<file path="src/rtl/dma_copy_master_pkg.sv">
// ---------------------------------------------------------------------------
// dma_copy_master_pkg
//   Shared definitions for the word-copy DMA master: default geometry of the
//   memory it drives and the copy FSM state encoding.
// ---------------------------------------------------------------------------
package dma_copy_master_pkg;

    localparam int DMA_DATA_W    = 32;  // memory word width
    localparam int DMA_ADDR_W    = 7;   // word-address width
    localparam int DMA_LEN_W     = 7;   // transfer-length width
    localparam int DMA_MEM_DEPTH = 65;  // addressable words 0..DEPTH-1

    // Two cycles per read (address, data) and two per write (setup, commit).
    typedef enum logic [2:0] {
        IDLE = 3'd0,
        RD_A = 3'd1,
        RD_B = 3'd2,
        WR_A = 3'd3,
        WR_B = 3'd4,
        DONE = 3'd5
    } dma_state_t;

endpackage

</file>
<file path="src/rtl/dma_copy_master_if.sv">
// ---------------------------------------------------------------------------
// dma_copy_master_if
//   Single-port word memory bus between the DMA master and the RAM.
//   master : drives en_r / en_w / address / DataIn, receives DataOut
//   slave  : the memory side of the same signals
//   DataOut is valid from the falling edge after the memory latches the
//   read address.
// ---------------------------------------------------------------------------
interface dma_copy_master_if
    import dma_copy_master_pkg::*;
#(
    parameter int DATA_W = DMA_DATA_W,
    parameter int ADDR_W = DMA_ADDR_W
);

    logic              en_r;
    logic              en_w;
    logic [ADDR_W-1:0] address;
    logic [DATA_W-1:0] DataIn;
    logic [DATA_W-1:0] DataOut;

    modport master (
        output en_r,
        output en_w,
        output address,
        output DataIn,
        input  DataOut
    );

    modport slave (
        input  en_r,
        input  en_w,
        input  address,
        input  DataIn,
        output DataOut
    );

endinterface

</file>
<file path="src/rtl/dma_copy_master_req_check.sv">
// ---------------------------------------------------------------------------
// dma_req_check
//   Combinational validation of a copy request.
//   Inputs : src_addr, dst_addr (first words), length (word count)
//   Output : req_ok = 1 when length is non-zero and both the source and the
//            destination ranges end at or below MEM_DEPTH.
// ---------------------------------------------------------------------------
module dma_req_check
    import dma_copy_master_pkg::*;
#(
    parameter int ADDR_W    = DMA_ADDR_W,
    parameter int LEN_W     = DMA_LEN_W,
    parameter int MEM_DEPTH = DMA_MEM_DEPTH
) (
    input  logic [ADDR_W-1:0] src_addr,
    input  logic [ADDR_W-1:0] dst_addr,
    input  logic [LEN_W-1:0]  length,
    output logic              req_ok
);

    // One bit wider than the widest operand so address+length cannot wrap
    // back into the legal range (ADDR_W+1 bits with the default geometry).
    localparam int SUM_W = ((ADDR_W > LEN_W) ? ADDR_W : LEN_W) + 1;
    localparam logic [SUM_W-1:0] DEPTH = SUM_W'(MEM_DEPTH);

    logic [SUM_W-1:0] src_end;
    logic [SUM_W-1:0] dst_end;

    always_comb begin
        src_end = SUM_W'(src_addr) + SUM_W'(length);
        dst_end = SUM_W'(dst_addr) + SUM_W'(length);
        req_ok  = (length != '0) && (src_end <= DEPTH) && (dst_end <= DEPTH);
    end

endmodule

</file>
<file path="src/rtl/dma_copy_master.sv">
// ---------------------------------------------------------------------------
// dma_copy_master
//   Copies `length` words from src_addr.. to dst_addr.. in ascending order,
//   one word every four cycles (RD_A, RD_B, WR_A, WR_B), then spends one
//   cycle in DONE. Every output is a register.
//
//   clock, rst_n  : single clock, asynchronous active-low reset
//   start         : request a copy (sampled only in IDLE)
//   abort         : cancel the copy in progress (ignored in IDLE)
//   src_addr, dst_addr, length : request parameters, latched on acceptance
//   busy          : high from the first RD_A through DONE inclusive
//   done          : one-cycle pulse on successful completion
//   error         : one-cycle pulse on a rejected request
//   mem           : memory bus (master side)
// ---------------------------------------------------------------------------
module dma_copy_master
    import dma_copy_master_pkg::*;
#(
    parameter int DATA_W    = DMA_DATA_W,
    parameter int ADDR_W    = DMA_ADDR_W,
    parameter int MEM_DEPTH = DMA_MEM_DEPTH,
    parameter int LEN_W     = DMA_LEN_W
) (
    input  logic              clock,
    input  logic              rst_n,
    input  logic              start,
    input  logic              abort,
    input  logic [ADDR_W-1:0] src_addr,
    input  logic [ADDR_W-1:0] dst_addr,
    input  logic [LEN_W-1:0]  length,
    output logic              busy,
    output logic              done,
    output logic              error,
    dma_copy_master_if.master mem
);

    dma_state_t state, next_state;

    // Latched request and progress.
    logic [ADDR_W-1:0] src_q, src_d;
    logic [ADDR_W-1:0] dst_q, dst_d;
    logic [LEN_W-1:0]  len_q, len_d;
    logic [LEN_W-1:0]  idx_q, idx_d;
    logic [LEN_W-1:0]  idx_inc;
    logic [DATA_W-1:0] data_q, data_d;

    // Output registers and their next values.
    logic              busy_q, busy_d;
    logic              done_q, done_d;
    logic              error_q, error_d;
    logic              en_r_q, en_r_d;
    logic              en_w_q, en_w_d;
    logic [ADDR_W-1:0] addr_q, addr_d;
    logic [DATA_W-1:0] wdata_q, wdata_d;

    logic req_ok;
    logic accept;

    dma_req_check #(
        .ADDR_W    (ADDR_W),
        .LEN_W     (LEN_W),
        .MEM_DEPTH (MEM_DEPTH)
    ) u_req_check (
        .src_addr (src_addr),
        .dst_addr (dst_addr),
        .length   (length),
        .req_ok   (req_ok)
    );

    assign accept  = (state == IDLE) && start && req_ok;
    assign idx_inc = idx_q + LEN_W'(1);

    // -----------------------------------------------------------------------
    // Next-state logic
    // -----------------------------------------------------------------------
    always_comb begin
        // NOTE: every combinational output gets a default before any branch,
        // so no path leaves it unassigned and no latch is inferred.
        next_state = state;
        case (state)
            IDLE:    if (accept) next_state = RD_A;
            RD_A:    next_state = RD_B;
            RD_B:    next_state = WR_A;
            WR_A:    next_state = WR_B;
            WR_B:    next_state = (idx_inc == len_q) ? DONE : RD_A;
            DONE:    next_state = IDLE;
            default: next_state = IDLE;
        endcase
        // Abort overrides the normal sequence from any active state.
        if (abort && (state != IDLE)) begin
            next_state = IDLE;
        end
    end

    // -----------------------------------------------------------------------
    // Datapath next values: request latch, word index, read data capture
    // -----------------------------------------------------------------------
    always_comb begin
        src_d  = src_q;
        dst_d  = dst_q;
        len_d  = len_q;
        idx_d  = idx_q;
        data_d = data_q;
        case (state)
            IDLE: begin
                if (accept) begin
                    src_d = src_addr;
                    dst_d = dst_addr;
                    len_d = length;
                end
            end
            // Read data has been valid since the falling edge inside RD_B.
            RD_B:    data_d = mem.DataOut;
            WR_B:    idx_d  = idx_inc;
            default: ;
        endcase
        // Completion, abort and idling all restart the index at zero.
        if (next_state == IDLE) begin
            idx_d = '0;
        end
    end

    // -----------------------------------------------------------------------
    // Output decode from the state being entered, so the registered outputs
    // line up with the state register.
    // -----------------------------------------------------------------------
    always_comb begin
        busy_d  = 1'b0;
        done_d  = 1'b0;
        en_r_d  = 1'b0;
        en_w_d  = 1'b0;
        addr_d  = '0;
        wdata_d = '0;
        case (next_state)
            // The range check guarantees base+idx stays below MEM_DEPTH, so
            // the memory address itself never needs the extra carry bit.
            RD_A, RD_B: begin
                busy_d = 1'b1;
                en_r_d = 1'b1;
                addr_d = src_d + ADDR_W'(idx_d);
            end
            WR_A, WR_B: begin
                busy_d  = 1'b1;
                en_w_d  = 1'b1;
                addr_d  = dst_d + ADDR_W'(idx_d);
                wdata_d = data_d;
            end
            DONE: begin
                busy_d = 1'b1;
                done_d = 1'b1;
            end
            default: ;
        endcase
        error_d = (state == IDLE) && start && !req_ok;
    end

    // -----------------------------------------------------------------------
    // State and output registers
    // -----------------------------------------------------------------------
    // NOTE: sequential state uses non-blocking assignments so every register
    // samples the pre-edge values, independent of statement order.
    always_ff @(posedge clock or negedge rst_n) begin
        if (!rst_n) begin
            state   <= IDLE;
            busy_q  <= 1'b0;
            done_q  <= 1'b0;
            error_q <= 1'b0;
            en_r_q  <= 1'b0;
            en_w_q  <= 1'b0;
            addr_q  <= '0;
            wdata_q <= '0;
        end else begin
            state   <= next_state;
            busy_q  <= busy_d;
            done_q  <= done_d;
            error_q <= error_d;
            en_r_q  <= en_r_d;
            en_w_q  <= en_w_d;
            addr_q  <= addr_d;
            wdata_q <= wdata_d;
        end
    end

    always_ff @(posedge clock or negedge rst_n) begin
        if (!rst_n) begin
            src_q  <= '0;
            dst_q  <= '0;
            len_q  <= '0;
            idx_q  <= '0;
            data_q <= '0;
        end else begin
            src_q  <= src_d;
            dst_q  <= dst_d;
            len_q  <= len_d;
            idx_q  <= idx_d;
            data_q <= data_d;
        end
    end

    assign busy        = busy_q;
    assign done        = done_q;
    assign error       = error_q;
    assign mem.en_r    = en_r_q;
    assign mem.en_w    = en_w_q;
    assign mem.address = addr_q;
    assign mem.DataIn  = wdata_q;

endmodule

</file>
<file path="src/flat_wrapper.sv">
// flat-port wrapper written by rule: the top's interface ports become plain ports
module dma_copy_master_flat import dma_copy_master_pkg::*;
#(
    parameter int DATA_W    = DMA_DATA_W,
    parameter int ADDR_W    = DMA_ADDR_W,
    parameter int MEM_DEPTH = DMA_MEM_DEPTH,
    parameter int LEN_W     = DMA_LEN_W
)
  (clock, rst_n, start, abort, src_addr, dst_addr, length, busy, done, error, mem_en_r, mem_en_w, mem_address, mem_DataIn, mem_DataOut);
  dma_copy_master_if #(.DATA_W(DATA_W), .ADDR_W(ADDR_W)) mem_i ();
  input  logic clock;
  input  logic rst_n;
  input  logic start;
  input  logic abort;
  input  logic [ADDR_W-1:0] src_addr;
  input  logic [ADDR_W-1:0] dst_addr;
  input  logic [LEN_W-1:0] length;
  output logic busy;
  output logic done;
  output logic error;
  output wire logic [$bits(mem_i.en_r)-1:0] mem_en_r;
  output wire logic [$bits(mem_i.en_w)-1:0] mem_en_w;
  output wire logic [$bits(mem_i.address)-1:0] mem_address;
  output wire logic [$bits(mem_i.DataIn)-1:0] mem_DataIn;
  input wire logic [$bits(mem_i.DataOut)-1:0] mem_DataOut;
  assign mem_en_r = mem_i.en_r;
  assign mem_en_w = mem_i.en_w;
  assign mem_address = mem_i.address;
  assign mem_DataIn = mem_i.DataIn;
  assign mem_i.DataOut = mem_DataOut;
  dma_copy_master #(.DATA_W(DATA_W), .ADDR_W(ADDR_W), .MEM_DEPTH(MEM_DEPTH), .LEN_W(LEN_W)) u_core (.clock(clock), .rst_n(rst_n), .start(start), .abort(abort), .src_addr(src_addr), .dst_addr(dst_addr), .length(length), .busy(busy), .done(done), .error(error), .mem(mem_i));
endmodule
</file>
<file path="config.mk">
export PLATFORM = sky130hd
export DESIGN_NAME = dma_copy_master_flat
export DESIGN_NICKNAME = d
export VERILOG_FILES = /design/src/rtl/dma_copy_master_pkg.sv /design/src/rtl/dma_copy_master_if.sv /design/src/rtl/dma_copy_master_req_check.sv /design/src/rtl/dma_copy_master.sv /design/src/flat_wrapper.sv
export SDC_FILE = /design/constraint.sdc
export NUM_CORES = 1
export LEC_CHECK = 0
export ABC_AREA = 1
export CORE_MARGIN = 2
export CORE_UTILIZATION = 46
export DETAILED_ROUTE_END_ITERATION = 12
export GPL_TIMING_DRIVEN = 0
export PLACE_DENSITY = 0.72
export SYNTH_ARGS = -nofsm -noshare
export SYNTH_HDL_FRONTEND = slang
export SYNTH_SLANG_ARGS = --single-unit
</file>
<file path="constraint.sdc">
create_clock -name clock -period 5.3 [get_ports clock]
set_input_delay 0.53 -clock clock [delete_from_list [all_inputs] [get_ports clock]]
set_output_delay 0.53 -clock clock [all_outputs]
set_load 0.01 [all_outputs]
</file>
==> results.txt, run 1 <==
status -> completed
Top FF cell, synth -> dfrtp_1
# port buffers -> 100
row cnt -> 38
Worst Path Arrival -> 5020 ps
Mapped Area -> 0.00521 mm2
R2R depth -> 29
CTS sink cnt -> 107
Final WS setup -> 520 ps
maxcap violations -> 0
gpl congestion -> 0.824
Placement Setup Slack -> 102 ps
DR pass1 iterations -> 5
Seq cells post-synth -> 107
Inserted Diodes -> 0
met1 Use GR -> 25.4%
Util after Layout -> 61.4%
slew of the pin with the lowest slew margin -> 600 ps
Max clock buf depth -> 2
syn_nets -> 623
DRC Markers -> 0
Rel. slew slack -> 60.0%
fin cells -> 799
die span in y -> 110 um
r2r startpoint -> u_core.idx_q[0]$_DFF_PN0_
top-count cell post-synth -> nand2_1
Num CTS Buffers -> 9
clk_skew -> 8.10 ps
IO Pins -> 101
CTS Root Cell -> clkbuf_16
vias in the first global route -> 4011
total wire length -> 11400 um
GR peak layer -> met2
area growth from synthesis to layout -> 28.8%
post-layout net count -> 735
largest net degree at the start of global routing -> 63
Post CTS Setup Buffer Count -> 0
hold crit path type -> in -> async
setup slack, reg-to-reg -> 1250 ps
gr usage total -> 19.3%
top cells by area, synth -> dfrtp_1 51%, nand2_1 9.7%, mux2_2 6.9%, ha_1 5.0%, a21boi_1 4.3%
layout cells sized above 1 -> 13.2%
mean post-synth cell area -> 9.61 um2
wire length per cell -> 14.3 um
TritonCTS clock tree -> yes
Initial Utilization -> 47.6%
Fin. Hold Viols -> 0
placed cells -> 783
max incr delay on CP -> 560 ps
Slowest-stage cell, CP -> clkdlybuf4s50_1
YS warnings -> 0
CP Class -> in -> reg
Max IR drop VDD -> 0.000174 V
post-synthesis sequential area ratio -> 51.4%
met2 Use GR -> 32.4%
Syn Inst Count -> 542
area leader, netlist -> dfrtp_1
FMAX -> 0.209 GHz
initial antenna violation count -> 0
FFs w/ async S/R, synth -> 100%
crit start category -> input pin
Hold Slack -> 177 ps
Via Count -> 4009
Slew Viols, Final -> 0
PwrDens -> 422 mW/mm2
RSZ-0062 raised after global routing -> false
H-tree Lvls -> 3
R2R Path End -> u_core.mem.address[6]$_DFF_PN0_
Initial DRC Count -> 241
CP endpoint kind -> flip-flop
distinct cell type count after synthesis -> 39
Synth top cells by count -> 134 x nand2_1, 107 x dfrtp_1, 59 x inv_1, 32 x mux2_2
Die X -> 110 um
Core Footprint -> 0.0109 mm2
Pleak -> 0.00335 uW
Clk pin slew, worst setup/hold paths -> 70 ps
Worst Setup SP -> length[0]
total grt overflow -> 0
via/cell ratio -> 5.02
HPWL Detailed -> 8570 um
Critical Path RT -> 5540 ps
largest fanout on the critical path -> 10
top cell type's share of synthesized area -> 51.4%
Tmin final -> 4780 ps
later-pin clock latency in the skew report -> 350 ps
met3 usage -> 3.68%
Final Power -> 2830 uW
end of the critical path -> u_core.mem.address[6]$_DFF_PN0_
first-pass GRT wire length -> 19100 um
Top cell by count, worst path -> nand2_1
Post-synth EDFFs -> 0
Final ANT Viol Nets -> 0
Die ar. -> 0.0122 mm2
Final setup viols -> 0
fin crit share -> 90.2%
kinds of logic (layout without fill, tap and decap cells):
kind of cell	count (synthesis)	in the layout	synth area share (%)
AOI/OAI and AO/OA	75	75	9.37
and+or+nand+nor	219	219	19.2
muxes	32	32	6.92
buffers and inverters	80	197	6.10
xor gates and xnor gates	5	5	0.840
adders and majority gates	24	24	6.20
DFF	107	107	51.4
what timing repair did:
item,4_1_cts,5_1_grt
hold buffers,0,0
resized for setup,0,1
hold endpoints to repair,0,0
endpoints found under the setup margin,0,1
worst min-delay path by stage:
stage          slack [ps]  cells past startpoint                               to                      start
5_1_grt               220                      1  u_core.mem.address[3]$_DFF_PN0_                      rst_n
6_report              180                      1  u_core.mem.address[3]$_DFF_PN0_                      rst_n
4_1_cts               210                      1  u_core.mem.address[3]$_DFF_PN0_                      rst_n
3_5_place_dp          460                      2        u_core.src_q[4]$_DFF_PN0_  u_core.src_q[4]$_DFF_PN0_
3_3_place_gp          460                      2        u_core.src_q[4]$_DFF_PN0_  u_core.src_q[4]$_DFF_PN0_
2_1_floorplan         230                      0            u_core.busy$_DFF_PN0_                      rst_n
power by group:
part / switching, uW / internal (uW) / leakage [uW]
Clock: 315 / 343 / 0.000149
Sequential: 86.5 / 1080 / 0.00139
Combinational: 515 / 494 / 0.00181
Total: 917 / 1910 / 0.00335
placed cells by master, fill, tap and decap left out, types with 2 or more instances in the layout:
cell | Yosys | layout
inv_1 | 59 | 59
nand3_2 | 3 | 3
or2_2 | 2 | 2
o21ai_0 | 9 | 9
o211ai_1 | 5 | 5
inv_8 | 0 | 3
nand2_1 | 134 | 134
a21oi_1 | 14 | 14
a21boi_1 | 30 | 30
clkdlybuf4s50_1 | 0 | 99
ha_1 | 21 | 21
clkbuf_16 | 0 | 9
a21oi_2 | 2 | 2
clkinv_1 | 2 | 2
nor2_1 | 26 | 25
xor2_1 | 4 | 4
a31oi_1 | 7 | 7
nor2_2 | 1 | 2
nand4_1 | 5 | 5
nor3b_2 | 2 | 2
buf_2 | 8 | 8
mux2_2 | 32 | 32
dfrtp_1 | 107 | 107
inv_2 | 4 | 4
a21boi_0 | 2 | 2
o21ai_1 | 5 | 5
nor3_1 | 2 | 2
nand2_2 | 6 | 6
fa_1 | 3 | 3
clkbuf_1 | 6 | 6
nand3_1 | 30 | 30
flip-flops by register name, indices dropped and copies added (netlist names):
signal / flops
u_core.error: 1
u_core.len_q: 7
u_core.dst_q: 7
u_core.done: 1
u_core.src_q: 7
u_core.idx_q: 7
u_core.busy: 1
u_core.data_q: 32
u_core.mem.en_w: 1
u_core.mem.DataIn: 32
u_core.mem.en_r: 1
u_core.mem.address: 7
u_core.state: 3
final cells by class:
class	instances	area (um2)
buffer	15	73.8
timing repair buffer	101	1030
clock buffer	10	239
fill	964	4230
sequential	107	2680
inverter	65	244
multi-input combinational	355	2220
clock inverter	6	56.3
tap	140	175
metrics by stage:
| step | setup TNS [ps] | area [um2] |
|---|---|---|
| after detailed placement | 0 | 6410 |
| after CTS | 0 | 6710 |
| final | 0 | 6710 |
| after global placement | -19090 | 6390 |
| after floorplan | 0 | 5210 |
| after global routing | 0 | 6710 |
routing by layer:
metal / share of wire (%) / vias up
met4: 1.4 / 0
met2: 48 / 93
met5: 0 / -
met1: 46 / 1907
li1: - / 1997
met3: 4.0 / 12
worst max-delay path, delay by kind of cell:
kind	cells	cell delay, ps
AND/OR/NAND/NOR	20	1790
buffers and inverters	7	1070
AO/OA/AOI/OAI	4	310
adder cells (fa/ha/maj)	4	1280
Note: power is estimated with default switching activity, not from simulation.
==> run 2: changes to the inputs <==
--- a/config.mk
+++ b/config.mk
@@ -7,10 +7,10 @@
 export LEC_CHECK = 0
 export ABC_AREA = 1
 export CORE_MARGIN = 2
-export CORE_UTILIZATION = 46
+export CORE_UTILIZATION = 56
 export DETAILED_ROUTE_END_ITERATION = 12
 export GPL_TIMING_DRIVEN = 0
-export PLACE_DENSITY = 0.72
+export PLACE_DENSITY = 0.85
 export SYNTH_ARGS = -nofsm -noshare
 export SYNTH_HDL_FRONTEND = slang
 export SYNTH_SLANG_ARGS = --single-unit
==> run 2 against run 1 <==
  * Die area fell by 17%
  * Worst setup slack improved by 5.8 ps
  * Register-to-register slack barely moved
  * Sequential power barely moved
  * Routed wire length fell by 1.7%
  * Final cell count fell by 3.6%
  * Clock power fell by 18%
  * Largest power group unchanged
==> results.txt, run 2 (same netlist as run 1, synthesis figures left out) <==
Core Footprint -> 0.00915 mm2
via/cell ratio -> 5.32
Die X -> 100 um
multi-input logic area -> 0.00221 mm2
commonest non-fill, non-tap cells in the layout -> 134 x nand2_1, 107 x dfrtp_1, 99 x clkdlybuf4s50_1
Sw Pwr -> 917 uW
DRC Markers -> 0
R2R Path End -> u_core.mem.address[6]$_DFF_PN0_
slew of the pin with the lowest slew margin -> 595 ps
fillers -> 655
Die ar. -> 0.0101 mm2
later-pin clock latency in the skew report -> 380 ps
Max IR drop VDD -> 0.000207 V
RSZ-0062 raised after global routing -> false
crit start category -> input pin
max incr delay on CP -> 540 ps
Via Count -> 4094
post-layout net count -> 735
Worst Path Arrival -> 5040 ps
Final Power -> 2720 uW
H-tree Lvls -> 3
DR pass1 iterations -> 6
CTS sink cnt -> 107
Post CTS Setup Buffer Count -> 0
fin crit share -> 90.1%
Max clock buf depth -> 2
setup slack, reg-to-reg -> 1250 ps
Final ANT Viol Nets -> 0
Inserted Diodes -> 0
CP endpoint kind -> flip-flop
PwrDens -> 412 mW/mm2
hold crit path type -> in -> async
die span in y -> 100 um
Top cell by count, worst path -> nand2_1
vias in the first global route -> 4157
total wire length -> 11200 um
switch share -> 33.7%
clock share of power -> 19.9%
Util after Layout -> 72.1%
Slew Viols, Final -> 0
Rel. slew slack -> 60.3%
Clk pin slew, worst setup/hold paths -> 110 ps
row cnt -> 35
HPWL Detailed -> 8360 um
FMAX -> 0.209 GHz
internal power -> 1800 uW
area growth from synthesis to layout -> 26.7%
largest fanout on the critical path -> 10
wire length per cell -> 14.6 um
IO Pins -> 101
Pleak -> 0.00332 uW
Critical Path RT -> 5570 ps
clk_skew -> 24.1 ps
first-pass GRT wire length -> 18700 um
total grt overflow -> 0
register area -> 0.00268 mm2
Initial Utilization -> 56.9%
post-CTS sizing -> 0
CTS Root Cell -> clkbuf_8
r2r startpoint -> u_core.idx_q[0]$_DFF_PN0_
commonest non-fill, non-tap cell in the layout -> nand2_1
largest net degree at the start of global routing -> 64
Num CTS Buffers -> 9
CP Class -> in -> reg
# port buffers -> 100
Worst Setup SP -> length[0]
end of the critical path -> u_core.mem.address[6]$_DFF_PN0_
layout cells sized above 1 -> 13.1%
maxcap violations -> 0
TritonCTS clock tree -> yes
gr usage total -> 23.6%
part of the power in registers -> 42.6%
status -> completed
Slowest-stage cell, CP -> clkdlybuf4s50_1
initial antenna violation count -> 0
R2R depth -> 29
Tmin final -> 4770 ps
Fin. Hold Viols -> 0
CTS hold repair buffers -> 0
gpl congestion -> 0.841
Gate power share -> 37.5%
Initial DRC Count -> 182
Final setup viols -> 0
run 2: worst max-delay path: cells and delay by family:
| family | cells | cell delay [ps] |
|---|---|---|
| simple gates | 20 | 1900 |
| buf+inv | 7 | 1060 |
| fa+ha+maj | 4 | 1260 |
| compound gates | 4 | 290 |
run 2: final cells by class:
type                       count  area share (%)
multi-input combinational    355            33.5
sequential                   107            40.6
timing repair buffer         101            15.5
inverter                      65            3.70
buffer                        15            1.12
tap                          111            2.10
clock inverter                 7            1.55
clock buffer                   9            1.88
run 2: power by group through the flow:
| stage | Combinational [uW] | Clock (uW) | Sequential [uW] |
|---|---|---|---|
| global placement | 961 | 0 | 1170 |
| global route | 1130 | 588 | 1190 |
| finish | 1020 | 541 | 1160 |
| floorplan | 675 | 0 | 1180 |
| detailed placement | 1010 | 0 | 1180 |
| CTS | 1020 | 553 | 1160 |
run 2: worst min path at each step:
stage,endpoint,slack [ps],from,cells past startpoint
3_3_place_gp,u_core.src_q[4]$_DFF_PN0_,460,u_core.src_q[4]$_DFF_PN0_,2
6_report,u_core.mem.address[1]$_DFF_PN0_,150,rst_n,1
4_1_cts,u_core.idx_q[3]$_DFF_PN0_,160,rst_n,1
3_5_place_dp,u_core.src_q[5]$_DFF_PN0_,460,u_core.src_q[5]$_DFF_PN0_,2
2_1_floorplan,u_core.busy$_DFF_PN0_,230,rst_n,0
5_1_grt,u_core.mem.address[1]$_DFF_PN0_,180,rst_n,1
run 2: metrics by stage:
step / hold WS [ps] / setup slack, ps / instances / setup TNS (ps) / area, um2
6_report: 150 / 525 / 770 / 0 / 6600
5_1_grt: 182 / 2.47 / 770 / 0 / 6600
3_3_place_gp: 457 / -147 / 753 / -15250 / 6350
3_5_place_dp: 460 / 180 / 754 / 0 / 6370
2_1_floorplan: 234 / 1330 / 542 / 0 / 5210
4_1_cts: 161 / 540 / 770 / 0 / 6600
run 2: layer usage:
metal | global-route usage, % | routed length, um | up-vias
met5 | 0 | 0 | -
met1 | 29.5 | 4810 | 1970
met2 | 41.7 | 5680 | 122
li1 | - | - | 1986
met3 | 4.02 | 510 | 16
met4 | 7.80 | 208 | 0
